[src/rtl/nib_sub_seq.sv]
// Serial subtractor: computes a - b - bin one nibble per clock, LSB first,
// through a single 4-bit subtract slice, then publishes d/bout/ov at once.
module nib_sub_seq #(
  parameter  int unsigned NIBBLES = 4,
  localparam int unsigned W       = 4 * NIBBLES
) (
  input  logic         clk,
  input  logic         rst_n,
  input  logic         start,
  input  logic [W-1:0] a,
  input  logic [W-1:0] b,
  input  logic         bin,
  output logic         busy,
  output logic         done,
  output logic [W-1:0] d,
  output logic         bout,
  output logic         ov
);

  localparam int unsigned IDXW = $clog2(NIBBLES) + 1;

  typedef enum logic [1:0] {
    IDLE = 2'b00,
    RUN  = 2'b01,
    DONE = 2'b10
  } state_t;

  state_t          state;
  state_t          next_state;
  logic [W-1:0]    a_reg;
  logic [W-1:0]    b_reg;
  logic            borrow_reg;
  logic [IDXW-1:0] idx;
  logic [W-1:0]    shadow;

  logic [3:0]      a_nib_c;
  logic [3:0]      b_nib_c;
  logic [4:0]      diff_c;
  logic [W-1:0]    shadow_c;
  logic            last_c;
  logic            ov_c;
  logic            accept_c;

  // Nibble select, 4-bit subtract slice and shadow merge.
  always_comb begin
    a_nib_c  = '0;
    b_nib_c  = '0;
    shadow_c = shadow;
    for (int i = 0; i < int'(NIBBLES); i++) begin
      if (idx == IDXW'(i)) begin
        a_nib_c = a_reg[4*i +: 4];
        b_nib_c = b_reg[4*i +: 4];
      end
    end
    diff_c = {1'b0, a_nib_c} - {1'b0, b_nib_c} - 5'(borrow_reg);
    for (int i = 0; i < int'(NIBBLES); i++) begin
      if (idx == IDXW'(i)) begin
        shadow_c[4*i +: 4] = diff_c[3:0];
      end
    end
    last_c = (idx == IDXW'(NIBBLES - 1));
    ov_c   = (a_reg[W-1] != b_reg[W-1]) && (shadow_c[W-1] != a_reg[W-1]);
  end

  // Next-state logic.
  always_comb begin
    next_state = state;
    accept_c   = 1'b0;
    case (state)
      IDLE: begin
        if (start) begin
          next_state = RUN;
          accept_c   = 1'b1;
        end
      end
      RUN: begin
        if (last_c) next_state = DONE;
      end
      DONE: begin
        if (start) begin
          next_state = RUN;
          accept_c   = 1'b1;
        end else begin
          next_state = IDLE;
        end
      end
      default: next_state = IDLE;
    endcase
  end

  // State register with registered status outputs.
  always_ff @(posedge clk or negedge rst_n) begin
    if (!rst_n) begin
      state <= IDLE;
      busy  <= 1'b0;
      done  <= 1'b0;
    end else begin
      state <= next_state;
      busy  <= (next_state == RUN);
      done  <= (next_state == DONE);
    end
  end

  // Operand capture, per-nibble progress and result publication.
  always_ff @(posedge clk or negedge rst_n) begin
    if (!rst_n) begin
      a_reg      <= '0;
      b_reg      <= '0;
      borrow_reg <= 1'b0;
      idx        <= '0;
      shadow     <= '0;
      d          <= '0;
      bout       <= 1'b0;
      ov         <= 1'b0;
    end else if (accept_c) begin
      a_reg      <= a;
      b_reg      <= b;
      borrow_reg <= bin;
      idx        <= '0;
      shadow     <= '0;
    end else if (state == RUN) begin
      borrow_reg <= diff_c[4];
      shadow     <= shadow_c;
      idx        <= idx + IDXW'(1);
      if (last_c) begin
        d    <= shadow_c;
        bout <= diff_c[4];
        ov   <= ov_c;
      end
    end
  end

endmodule

[config.mk]
export PLATFORM = sky130hd
export DESIGN_NAME = nib_sub_seq
export DESIGN_NICKNAME = d
export VERILOG_FILES = /design/src/rtl/nib_sub_seq.sv
export SDC_FILE = /design/constraint.sdc
export NUM_CORES = 1
export LEC_CHECK = 0
export ABC_AREA = 1
export ABC_CLOCK_PERIOD_IN_PS = 3100
export CAP_MARGIN = 20
export CORE_MARGIN = 2
export CORE_UTILIZATION = 50
export CTS_BUF_LIST = sky130_fd_sc_hd__clkbuf_4 sky130_fd_sc_hd__clkbuf_8 sky130_fd_sc_hd__clkbuf_16
export DETAILED_ROUTE_END_ITERATION = 8
export PLACE_DENSITY = 0.76
export SETUP_SLACK_MARGIN = 0.15
export SLEW_MARGIN = 5
export SYNTH_ARGS = -nofsm -noshare
export SYNTH_HDL_FRONTEND = slang
export SYNTH_SLANG_ARGS = --single-unit
export TNS_END_PERCENT = 1
[constraint.sdc]
create_clock -name clk -period 3.1 [get_ports clk]
set_input_delay 0.31 -clock clk [delete_from_list [all_inputs] [get_ports clk]]
set_output_delay 0.31 -clock clk [all_outputs]
set_load 0.01 [all_outputs]
; ---- Yosys cells after proc, flatten, opt, wreduce, memory -nomap -nowiden
; Cells that the tools add are included.
[word_totals]
memories = 0
register_bits = 74
latchBits = 0
wordCells = 54
in_bits = 36
ram_bits = 0
romBits = 0
out_inout_bits = 20
[op_classes]
n_shift = 0
muxes = 24
mul = 0
reduce_logical = 6
bitwise = 1
div = 0
n_lt_le_gt_ge = 0
addsub = 3
n_eq_ne = 9
[ops]
columns = operator, n
row1 = 4-bit 2-to-1 mux, 12
row2 = 16-bit 2-to-1 mux, 2
row3 = "3-bit by 2-bit == test with 1-bit output, second input constant", 2
row4 = 3-bit 2-to-1 mux, 2
row5 = 2-bit one-hot mux with 3 select lines, 1
row6 = 1-bit 2-to-1 mux, 5
row7 = 4-bit by 4-bit subtractor with 5-bit output, 1
row8 = 5-bit by 1-bit subtractor with 5-bit output, 1
row9 = "2-bit by 1-bit == test with 1-bit output, second input constant", 2
row10 = "2-bit == test, second input constant", 2
row11 = 2-bit 2-to-1 mux, 2
row12 = "3-bit by 1-bit adder with 3-bit output, second input constant", 1
row13 = "3-bit by 1-bit == test with 1-bit output, second input constant", 1
row14 = 3-bit logical NOT, 1
row15 = 3-bit AND reduction, 1
row16 = 2-bit logical NOT, 1
row17 = 1-bit inequality test, 2
row18 = 2-bit nonzero test, 1
row19 = 2-bit OR reduction, 1
row20 = 1-bit logical AND, 1
row21 = 1-bit inverter, 1

; ---- Longest topological paths before layout
; Gate-level depths: netlist of the first run.
[logic_depth]
word_depth = 10
ltp_mapped = 17
mapped_depth_nobuf = 17

; ---- Worst setup path before layout of the first run
; No wires, ideal clock.
[synth_timing]
path_kind = reg-to-reg
startpoint = register idx[0]
endpoint = register shadow[10]
arrival_time_ps = 2614
required_time_ps = 2959
slack_ps = 345
path_buffers = 0
stages_incl_launch_ff = 13
synth_period_minus_slack_ps = 2755
setup_time_ps = 141
cell_sequence = dfrtp_1 -> inv_1 -> ha_1 -> nand2_1 -> nor2_2 -> nand2_1 -> a311oi_1 -> a21oi_1 -> fa_1 -> fa_1 -> xnor2_1 -> o21ai_0 -> o22ai_1
[synth_via]
elab_chain_len = 10
word_cells_on_any_way = 17
classes_between = 2 x add/sub / 3 x eq/ne / 11 x mux / 1 x reduce/logical
[synth_rtl]
columns = element, line_no
row1 = "start, declared", 33  ; logic [IDXW-1:0] idx;
row2 = "start signal, assigned", 124  ; idx <= idx + IDXW'(1);
row3 = 3-bit logical NOT, 50  ; if (idx == IDXW'(i)) begin
row4 = 4-bit 2-to-1 mux (4 in series), 50
row5 = 4-bit by 4-bit subtractor with 5-bit output, 55  ; diff_c = {1'b0, a_nib_c} - {1'b0, b_nib_c} - 5'(borrow_reg);
row6 = 5-bit by 1-bit subtractor with 5-bit output, 55
row7 = 4-bit 2-to-1 mux (*), 57  ; if (idx == IDXW'(i)) begin
row8 = 16-bit 2-to-1 mux (*), 121  ; end else if (state == RUN) begin
row9 = 16-bit 2-to-1 mux (*), 115  ; end else if (accept_c) begin
row10 = "end signal, assigned", 123  ; shadow <= shadow_c;
row11 = "end, declared", 34  ; logic [W-1:0] shadow;
; Mark *: on every way between the ends. The rest lies on a longest branch, timed or not. The select of a mux whose other input is x is not followed.
; A chain may end at the register's enable or synchronous reset.

; ---- Worst setup path in the final report of the first run
[layout_timing]
startpoint = register idx[1]
endpoint = register d[9]
[layout_via]
elab_chain_len = 8
word_cells_on_any_way = 16
classes_between = 2 x add/sub / 3 x eq/ne / 9 x mux / 2 x reduce/logical
[layout_rtl]
columns = element, line_no
row1 = 3-bit logical NOT, 50
row2 = 4-bit 2-to-1 mux (4 in series), 50
row3 = 4-bit by 4-bit subtractor with 5-bit output, 55
row4 = 5-bit by 1-bit subtractor with 5-bit output, 55
row5 = 4-bit 2-to-1 mux, 57
row6 = "end signal, assigned", 126  ; d <= shadow_c;
row7 = "end, declared", 15  ; output logic [W-1:0] d,
; Parallel ways exist; a longest one is shown, timed or not.

==> out/results.tsv, run 1 <==
stage	metric	value	unit
outcome	status	finished with violations	
outcome	failing checks	hold timing	
power	peak supply drop	0.0006322	V
global_route	grt total ovfl	0	
clock_tree	CTS Buf Count	9	
critical_path	Worst Path Arrival	3.01	ns
timing	Worst Tran Pin Value	0.7814	ns
finish	most frequent cells in the layout	nand2_1, dfrtp_1, clkdlybuf4s50_1	
drt	vias per inst	5.299	
clock_tree	Clk Latency, worst-skew pair	0.35	ns
critical_path	crit path buf inv count	3	
timing	RSZ-0062 raised after global routing	yes	
critical_path	crit path from	idx[1]	
synth	Post-Syn Area	3274	sq um
global_route	GR Util All Layers	20.70	%
drt	via count	2549	
synth	Synth cell types	27	
finish	Fillers	486	
critical_path	critical path peak fanout	4	
placement	number of I/O port buffers	55	
floorplanning	die area	7212	sq um
critical_path	WP data required	3.31	ns
critical_path	Worst Setup End Kind	flop	
floorplanning	I/O pin count	56	
timing	post-route setup TNS	0	ns
critical_path	Critical Path Max Stage Delay	0.53	ns
synth	post-synth top area share	54.26	%
global_route	largest net degree at the start of global routing	37	
clock_tree	CTS tree	yes	
timing	relative slew slack	47.85	%
timing	Final Max Slew Viols	0	
timing	Tmin final	2.808	ns
min_path	worst hold path class	input pin to async pin	
critical_path	CP Class	flop to flop	
global_route	first-pass GRT wire length	11740	um
critical_path	Startpoint Class	flop	
drt	first-iteration detailed-routing DRC count	140	
finish	most common cell after layout, fill and taps aside	nand2_1	
synth	synthesized instance count	327	
placement	Placed Cells	455	
power	Leak	2.016	nW
clock_tree	CTS Sinks	71	
synth	yosys warns	0	
synth	Mapped Avg Cell Area	10.01	sq um
clock_tree	Max clock buf depth	2	
finish	Layout Nets	446	
floorplanning	row count	29	
floorplanning	Initial Utilization	51.57	%
drt	wire per inst	14.59	um
timing	final setup vio count	0	
placement	GPL Wtd Cong	0.8534	
clock_tree	# H-tree levels	3	
global_route	number of global-route vias before repair	2514	
synth	most area-consuming cells after synthesis	dfrtp_1, mux2_2, nand2_1	
finish	share of layout cells above drive strength 1	22.77	%
power	PwrDens	1294	nW/um^2
floorplanning	DIE WIDTH	84.93	um
drt	Pre-Repair DR Iteration Count	4	
timing	hold_ws	-0.01094	ns
synth	Seq/Total Area, Yosys	54.26	%
global_route	initial antenna violation count	0	
critical_path	Register-to-Register Path Depth	12	
synth	largest area contributor in the netlist	dfrtp_1	
synth	Yosys reg bits	71	
floorplanning	core area	6350	sq um
critical_path	cells along the critical path	inv_1 -> ha_2 -> inv_2 -> nor2_4 -> nand2_1 -> a311oi_2 -> a21oi_1 -> fa_2 -> fa_2 -> inv_1 -> o21ai_2 -> o21ai_0	
clock_tree	CTS clk-pin slew, worst paths	0.07	ns
clock_tree	CTS root buf	clkbuf_8	
drt	Detail Route Antenna Nets	0	
placement	DP HPWL	4899	um
drt	total wire length	7018	um
clock_tree	Post-CTS Hold Fix Bufs	0	
flow_run	max cap viols	0	
finish	Antenna diodes	0	
synth	Net Count, Synth	374	
critical_path	CP top delay family	adder cells	
critical_path	reg2reg start	idx[1]	
critical_path	Worst path depth	12	
timing	final worst path period share	90.57	%
timing	Fin. Hold Viols	7	
timing	Max Clock Skew	0.007995	ns
critical_path	Slowest cell on crit path	fa_2	
finish	area delta synth->final	31.52	%
timing	FMAX	356.2	MHz
floorplanning	Die H	84.93	um
drt	DRC	0	
finish	non-filler cells, final	481	
## report_power, final
group | internal, mW | leakage, nW | switching (mW)
sequential | 1.38 | 0.863 | 0.242
clock | 0.495 | 0.112 | 0.344
combinational | 1.36 | 1.04 | 1.75
total | 3.24 | 2.02 | 2.34
## synth_stat cells
master / count
buf_2: 6
dfrtp_1: 71
a221oi_1: 3
and2_1: 1
xnor2_1: 2
o21ai_0: 28
a21oi_1: 6
mux2_2: 29
o31ai_1: 1
nand3_2: 1
nor2_1: 8
o211ai_1: 3
inv_2: 3
ha_1: 9
nand3_1: 17
a22oi_1: 2
clkbuf_1: 6
o21ai_1: 2
a311oi_1: 2
inv_1: 30
fa_1: 2
nor2_2: 1
nand2_2: 1
or2_2: 5
nor2_4: 3
nand2_1: 74
o22ai_1: 11
## final cells by class
| cell class | count | area (sq um) | area share (%) |
|---|---|---|---|
| timing repair buffer | 73 | 693.2 | 16.10 |
| clock buffer | 11 | 151.4 | 3.515 |
| sequential | 71 | 1777 | 41.25 |
| inverter | 33 | 123.9 | 2.876 |
| clock inverter | 5 | 80.08 | 1.859 |
| tap | 77 | 96.34 | 2.237 |
| multi-input combinational | 211 | 1385 | 32.16 |
## worst reg2reg max path, cell delays in order, from the launching register on
cell and delay (ns):
dfrtp_1 0.39, inv_1 0.11, ha_2 0.25, inv_2 0.06, nor2_4 0.17, nand2_1 0.10, a311oi_2 0.24, a21oi_1 0.09
fa_2 0.36, fa_2 0.53, inv_1 0.11, o21ai_2 0.18, o21ai_0 0.10
## metal layers
metal	global-route usage (%)	routed length, um	up-vias
met5	0	0	-
met4	8.802	156	0
met3	5.350	426	16
met2	32.07	3332	86
met1	27.88	3102	1207
li1	-	-	1240
## worst paths after layout
kind	slack [ns]	to
min in group clk	0.48	shadow[11]
min reg2reg	0.48	shadow[11]
max reg2reg	0.29	d[9]
min	-0.01	shadow[5]
max in group asynchronous	2.77	a_reg[15]
max	0.29	d[9]
## cell families (layout without fill, tap and decap cells)
family / count (synthesis) / after routing / synth area share, %
AND/OR/NAND/NOR: 111 / 111 / 14.86
flip-flops: 71 / 71 / 54.26
AO/OA/AOI/OAI: 58 / 58 / 10.32
buffers and inverters: 45 / 122 / 5.388
multiplexers: 29 / 29 / 9.973
adder cells (fa/ha/maj): 11 / 11 / 4.662
XOR/XNOR: 2 / 2 / 0.5351
## through the flow
step           power [mW]  cell area (sq um)  setup slack, ns  util (%)
2_1_floorplan       3.518               3274           0.3446         -
3_3_place_gp        4.259               3924           0.2123     61.79
3_5_place_dp        4.387               3924          0.05851     61.79
4_1_cts             5.343               4195          0.09708     66.07
5_1_grt             6.033               4307           0.1068     67.82
6_report            5.572               4307           0.2923     67.82
## timing repair
action | in CTS | in global routing
pin swaps | 1 | 4
setup endpoints to repair | 10 | 24
buffers inserted | 2 | 8
gates resized for setup | 5 | 18
(Power assumes the default switching activity.)
==> inputs of run 2 (changes only) <==
--- a/config.mk
+++ b/config.mk
@@ -6,11 +6,12 @@
 export NUM_CORES = 1
 export LEC_CHECK = 0
 export ABC_AREA = 1
-export ABC_CLOCK_PERIOD_IN_PS = 3100
+export ABC_CLOCK_PERIOD_IN_PS = 3000
 export CAP_MARGIN = 20
 export CORE_MARGIN = 2
 export CORE_UTILIZATION = 50
 export CTS_BUF_LIST = sky130_fd_sc_hd__clkbuf_4 sky130_fd_sc_hd__clkbuf_8 sky130_fd_sc_hd__clkbuf_16
+export CTS_CLUSTER_DIAMETER = 50
 export DETAILED_ROUTE_END_ITERATION = 8
 export PLACE_DENSITY = 0.76
 export SETUP_SLACK_MARGIN = 0.15
==> constraint.sdc (replaced) <==
create_clock -name clk -period 3 [get_ports clk]
set_input_delay 0.3 -clock clk [delete_from_list [all_inputs] [get_ports clk]]
set_output_delay 0.3 -clock clk [all_outputs]
set_load 0.01 [all_outputs]
==> run 2 against run 1 <==
  * The flow now finishes without violations
  * Sequential share of layout area increased by 0.39 points
  * Global-route usage increased by 0.56 points
  * Sequential power increased by 4%
  * Fmax increased by 1.9%
  * Utilization decreased by 0.63 points
  * Worst setup slack got worse by 0.048 ns
  * Clock-buffer cell count increased by 2
  * Largest power group unchanged
  * Worst hold slack improved by 0.48 ns
  * Clock power decreased by 20%
  * Register-to-register slack got worse by 0.05 ns
  * Clock skew decreased by 0.0013 ns
  * Combinational power increased by 13%
==> out/results.tsv, run 2 (synthesis results as in run 1) <==
stage	metric	value	unit	change
drt	via count	2543		-0.24%
timing	final setup vio count	0		unchanged
drt	vias per inst	5.320		+0.39%
critical_path	Worst Setup End Kind	flop		
critical_path	Critical Path Max Stage Delay	0.56	ns	+0.03 ns
finish	most common cell after layout, fill and taps aside	nand2_1		
critical_path	cells along the critical path	inv_2 -> ha_1 -> nand2_1 -> nor2_4 -> nand2_1 -> a311oi_2 -> a21oi_1 -> fa_2 -> fa_2 -> inv_2 -> o21ai_2 -> o21ai_0		
drt	DRC	0		unchanged
global_route	grt total ovfl	0		unchanged
timing	FMAX	362.9	MHz	+1.9%
critical_path	Startpoint Class	flop		
floorplanning	Die H	84.93	um	unchanged
clock_tree	CTS clk-pin slew, worst paths	0.07	ns	about the same
timing	Max Clock Skew	0.006731	ns	-0.001264 ns
critical_path	WP data required	3.20	ns	-0.11 ns
timing	final worst path period share	91.85	%	+1.3 points
flow_run	max cap viols	0		unchanged
power	Leak	1.991	nW	-1.2%
floorplanning	row count	29		unchanged
clock_tree	# H-tree levels	3		unchanged
placement	number of I/O port buffers	55		unchanged
floorplanning	die area	7212	sq um	unchanged
clock_tree	CTS tree	yes		
finish	area delta synth->final	30.30	%	
timing	Fin. Hold Viols	0		-7
critical_path	critical path peak fanout	4		unchanged
clock_tree	Clk Latency, worst-skew pair	0.34	ns	about the same
finish	Layout Nets	445		-0.22%
timing	post-route setup TNS	0	ns	unchanged
finish	share of layout cells above drive strength 1	23.44	%	+0.67 points
clock_tree	CTS Sinks	71		unchanged
power	Switching Share	42.98	%	+1.1 points
placement	GPL Wtd Cong	0.8343		-2.2%
drt	wire per inst	15.32	um	+5.0%
timing	RSZ-0062 raised after global routing	yes		
clock_tree	CTS root buf	clkbuf_8		
global_route	number of global-route vias before repair	2481		-1.3%
drt	total wire length	7321	um	+4.3%
global_route	first-pass GRT wire length	11930	um	+1.6%
timing	Tmin final	2.755	ns	-0.05230 ns
drt	first-iteration detailed-routing DRC count	173		+24%
finish	most frequent cells in the layout	nand2_1, dfrtp_1, clkdlybuf4s50_1		
floorplanning	core area	6350	sq um	unchanged
clock_tree	Max clock buf depth	2		unchanged
critical_path	crit path buf inv count	2		-1
critical_path	CP top delay family	adder cells		
power	sequential fraction of design power	28.7	%	-0.4 points
critical_path	Worst Path Arrival	2.95	ns	-0.06 ns
clock_tree	CTS Buf Count	9		unchanged
finish	Final Cell Area	4267	sq um	-0.93%
global_route	largest net degree at the start of global routing	41		+11%
critical_path	CP Class	flop to flop		
placement	placed inst area	3939	sq um	+0.38%
drt	Detail Route Antenna Nets	0		unchanged
power	Pint	3.342	mW	+3.2%
power	peak supply drop	0.0009143	V	+45%
placement	DP HPWL	5069	um	+3.5%
floorplanning	Initial Utilization	51.57	%	unchanged
timing	Worst Tran Pin Value	0.8063	ns	+0.02486 ns
power	Combinational Power Share	59.8	%	+4.0 points
floorplanning	I/O pin count	56		unchanged
finish	Antenna diodes	0		unchanged
floorplanning	DIE WIDTH	84.93	um	unchanged
critical_path	Slowest cell on crit path	fa_2		
timing	relative slew slack	46.19	%	-1.7 points
drt	Pre-Repair DR Iteration Count	4		unchanged
timing	Final Max Slew Viols	0		unchanged
power	PwrDens	1374	nW/um^2	+6.2%
outcome	status	finished, final reports clean		
finish	Fillers	510		+4.9%
power	Psw	2.519	mW	+7.9%
global_route	GR Util All Layers	21.26	%	+0.56 points
min_path	worst hold path class	flop to flop		
power	clock share of power	11.5	%	-3.6 points
global_route	initial antenna violation count	0		unchanged
-- run 2: changes by cell type in the layout (fill, tap and decap cells not counted), moves of 2 or more --
| cell | delta |
|---|---|
| o21ai_1 | +3 |
| ha_4 | +2 |
| inv_1 | -3 |
| o21ai_0 | -2 |
| inv_2 | +3 |
| ha_1 | -2 |
| clkinvlp_4 | -2 |
| nand2_2 | -2 |
| buf_4 | -2 |
| bufinv_16 | -2 |
| clkbuf_4 | +2 |
-- run 2: layer usage --
layer	routed length, um	global-route usage [%]
met5	0	0
met2	3633	33.86
met1	3229	28.88
met3	299	4.961
met4	158	7.359
-- run 2: path summary, 6_finish.rpt --
kind,endpoint,cells after the start,slack (ns),startpoint
setup / recovery,d[1],12,0.24,idx[0]
hold / removal,d[12],2,0.47,d[12]
setup reg to reg,d[1],12,0.24,idx[0]
hold reg to reg,d[12],2,0.47,d[12]
max in group asynchronous,a_reg[11],3,2.08,rst_n
min in group asynchronous,d[5],3,0.51,rst_n
-- run 2: cell type report --
| cell class | count | area, sq um | share of cell area (%) |
|---|---|---|---|
| clock inverter | 1 | 5.005 | 0.1173 |
| timing repair buffer | 72 | 679.4 | 15.92 |
| clock buffer | 13 | 166.4 | 3.900 |
| multi-input combinational | 211 | 1419 | 33.26 |
| tap | 77 | 96.34 | 2.258 |
| inverter | 33 | 123.9 | 2.903 |
| sequential | 71 | 1777 | 41.64 |
-- run 2: what timing repair did --
item / 4_1_cts / 5_1_grt
hold buffers: 1 / 0
gates resized for setup: 5 / 29
pin swaps: 0 / 5
setup endpoints to repair: 12 / 25
setup buffers: 0 / 6
gates cloned: 0 / 0
hold endpoints to repair: 31 / 0
-- run 2: worst register-to-register path: cells and delay by family (launching register included) --
family,cells,cell delay [ns]
compound gates,4,0.55
fa+ha+maj,3,1.15
buf+inv,2,0.17
flops,1,0.43
simple gates,3,0.33
-- run 2: power by group through the flow --
stage | clock [mW] | combinational, mW | sequential, mW
6_report | 0.675 | 3.50 | 1.68
5_1_grt | 0.741 | 3.88 | 1.73
4_1_cts | 0.690 | 2.97 | 1.67
3_5_place_dp | 0 | 2.89 | 1.68
3_3_place_gp | 0 | 2.78 | 1.67
2_1_floorplan | 0 | 1.97 | 1.67
-- run 2: metrics by stage --
step	instances	hold slack, ns	setup slack, ns	power [mW]	utilization, %
floorplan	327	0.004409	0.2446	3.636	-
global placement	457	0.3447	0.1289	4.443	62.03
detailed placement	457	0.3511	0.01867	4.577	62.03
CTS	472	0.4749	0.1019	5.330	65.00
global route	478	0.4996	0.1056	6.352	67.19
finish	478	0.4723	0.2446	5.861	67.19
==> inputs of run 3 (changes only) <==
--- a/config.mk
+++ b/config.mk
@@ -13,7 +13,8 @@
 export CTS_BUF_LIST = sky130_fd_sc_hd__clkbuf_4 sky130_fd_sc_hd__clkbuf_8 sky130_fd_sc_hd__clkbuf_16
 export CTS_CLUSTER_DIAMETER = 50
 export DETAILED_ROUTE_END_ITERATION = 8
-export PLACE_DENSITY = 0.76
+export DONT_BUFFER_PORTS = 1
+export GPL_TIMING_DRIVEN = 0
 export SETUP_SLACK_MARGIN = 0.15
 export SLEW_MARGIN = 5
 export SYNTH_ARGS = -nofsm -noshare
==> run 3 against run 2 <==
  * Clock skew fell by 0.0039 ns
  * Register-to-register slack worse by 0.16 ns
  * Critical path depth down 2
  * Global-route usage is 0.46 points lower
  * Worst hold slack lost 0.36 ns
  * First-iteration DRC count decreased by 28%
  * Critical endpoint is now shadow[9]
  * Utilization fell by 6.1 points
  * Via count is 7.5% lower
  * Die area unchanged
  * Cell area fell by 9.1%
==> out/results.tsv, run 3 (synthesis results as in run 1) <==
stage	metric	value	unit	change
timing	Final Max Slew Viols	0		unchanged
clock_tree	CTS tree	yes		
clock_tree	# H-tree levels	3		unchanged
critical_path	Register-to-Register Path Depth	10		-2
outcome	status	finished, final reports clean		
clock_tree	Clk Latency, worst-skew pair	0.33	ns	about the same
drt	Detail Route Antenna Nets	0		unchanged
placement	DP HPWL	4677	um	-7.7%
drt	DRC	0		unchanged
critical_path	Slowest cell on crit path	fa_2		
timing	relative slew slack	68.88	%	+23 points
finish	Layout Nets	396		-11%
drt	first-iteration detailed-routing DRC count	124		-28%
drt	vias per inst	5.472		+2.9%
critical_path	Worst Path Arrival	3.10	ns	+0.15 ns
floorplanning	Initial Utilization	51.57	%	unchanged
floorplanning	I/O pin count	56		unchanged
finish	post-layout util	61.06	%	-6.1 points
floorplanning	die area	7212	sq um	unchanged
drt	wire per inst	15.98	um	+4.4%
critical_path	register-to-register path setup slack	0.08	ns	-0.16 ns
min_path	worst hold path class	input pin to flop		
timing	Tmin final	2.916	ns	+0.1607 ns
global_route	number of global-route vias before repair	2387		-3.8%
timing	Max Clock Skew	0.002830	ns	-0.003901 ns
global_route	grt total ovfl	0		unchanged
critical_path	Startpoint Class	flop		
floorplanning	DIE WIDTH	84.93	um	unchanged
timing	final setup vio count	0		unchanged
finish	share of layout cells above drive strength 1	30.31	%	+6.9 points
critical_path	cells along the critical path	ha_1 -> ha_2 -> clkbuf_8 -> a311oi_2 -> a21oi_2 -> fa_2 -> fa_2 -> clkinvlp_4 -> o21ai_2 -> o22ai_1		
global_route	GR Util All Layers	20.80	%	-0.46 points
drt	via count	2353		-7.5%
global_route	largest net degree at the start of global routing	72		+76%
global_route	initial antenna violation count	0		unchanged
placement	number of I/O port buffers	0		-100%
floorplanning	row count	29		unchanged
drt	total wire length	6873	um	-6.1%
finish	most frequent cells in the layout	nand2_1, dfrtp_1, mux2_2		
critical_path	Critical Path Max Stage Delay	0.57	ns	about the same
critical_path	Critical Path Sink	shadow[9]		
critical_path	WP data required	3.19	ns	about the same
clock_tree	CTS Buf Count	9		unchanged
clock_tree	CTS Sinks	71		unchanged
clock_tree	CTS root buf	clkbuf_8		
critical_path	CP Class	flop to flop		
critical_path	Worst R2R End	shadow[9]		
finish	area delta synth->final	18.42	%	
drt	Pre-Repair DR Iteration Count	4		unchanged
floorplanning	Die H	84.93	um	unchanged
timing	Worst Tran Pin Value	0.4668	ns	-0.3395 ns
placement	GPL Wtd Cong	0.8151		-2.3%
timing	Fin. Hold Viols	0		unchanged
critical_path	Worst path most repeated cell	fa_2		
critical_path	reg2reg start	idx[0]		
flow_run	max cap viols	0		unchanged
finish	Fillers	555		+8.8%
timing	final worst path period share	97.20	%	+5.4 points
critical_path	critical path peak fanout	10		+6
critical_path	crit path from	idx[0]		
floorplanning	core area	6350	sq um	unchanged
global_route	first-pass GRT wire length	11600	um	-2.8%
clock_tree	Max clock buf depth	2		unchanged
timing	FMAX	342.9	MHz	-5.5%
finish	Antenna diodes	0		unchanged
critical_path	Worst Setup End Kind	flop		
timing	RSZ-0062 raised after global routing	yes		
clock_tree	CTS clk-pin slew, worst paths	0.07	ns	about the same
==> run 3: changes by cell type in the layout (fill, tap and decap cells not counted), moves of 3 or more <==
cell             before  now
o21ai_1               8    5
nand2_1              73   70
buf_2                 1    5
nand2_2               0    3
ha_1                  6    3
buf_4                15    7
o21ai_2               3    6
clkbuf_1              0    4
clkdlybuf4s50_1      54    0
==> run 3: timing repair <==
action / in CTS / in global routing
hold buffers: 2 / 0
endpoints found under the hold margin: 71 / 0
buffers inserted: 7 / 2
pin swaps: 5 / 7
resized for setup: 27 / 32
setup endpoints to repair: 26 / 25
gates cloned: 0 / 0
==> run 3: per-stage QoR <==
stage / hold slack [ns] / area (sq um) / setup slack, ns / std cells / setup TNS, ns
after floorplan: 0.004409 / 3274 / 0.2446 / 327 / 0
after global placement: 0.006057 / 3371 / -0.4994 / 404 / -5.716
after detailed placement: 0.005882 / 3371 / -0.5464 / 404 / -6.721
after CTS: 0.09349 / 3735 / 0.1195 / 428 / 0
after global routing: 0.08911 / 3877 / -0.02817 / 430 / -0.1150
final: 0.1093 / 3877 / 0.08388 / 430 / 0
==> run 3: worst min path at each step <==
stage	from	end	slack, ns	cells past startpoint
2_1_floorplan	rst_n	a_reg[0]	0.004	0
3_3_place_gp	rst_n	d[5]	0.006	0
3_5_place_dp	rst_n	d[5]	0.006	0
4_1_cts	a[4]	a_reg[4]	0.09	1
5_1_grt	a[8]	a_reg[8]	0.09	1
6_report	a[4]	a_reg[4]	0.11	1
==> run 3: cell type report <==
type	count	area (sq um)	area share, %
Inverter	33	130.1	3.356
Tap cell	77	96.34	2.485
Multi-Input combinational cell	211	1484	38.27
Clock buffer	15	187.7	4.840
Sequential cell	71	1778	45.85
Timing Repair Buffer	11	121.4	3.130
Buffer	12	80.08	2.065
==> run 3: per-layer routing <==
metal  vias to the layer above  GRT usage, %  routed length [um]
met3                         9         5.253                 316
li1                       1145             -                   -
met4                         0         9.380                  99
met2                        57         32.00                3319
met1                      1142         28.00                3137
met5                         -             0                   0
==> run 3: worst max-delay path, delay by kind of cell (launching register included) <==
family                     cells  cell delay (ns)
AOI/OAI and AO/OA              4             0.61
DFF                            1             0.44
adders and majority gates      4             1.37
buffers and inverters          2             0.34
Power of run 3 is left out: the tool's default activity adds up to more than one toggle a clock period on the data nets, which glitch-free logic cannot reach.
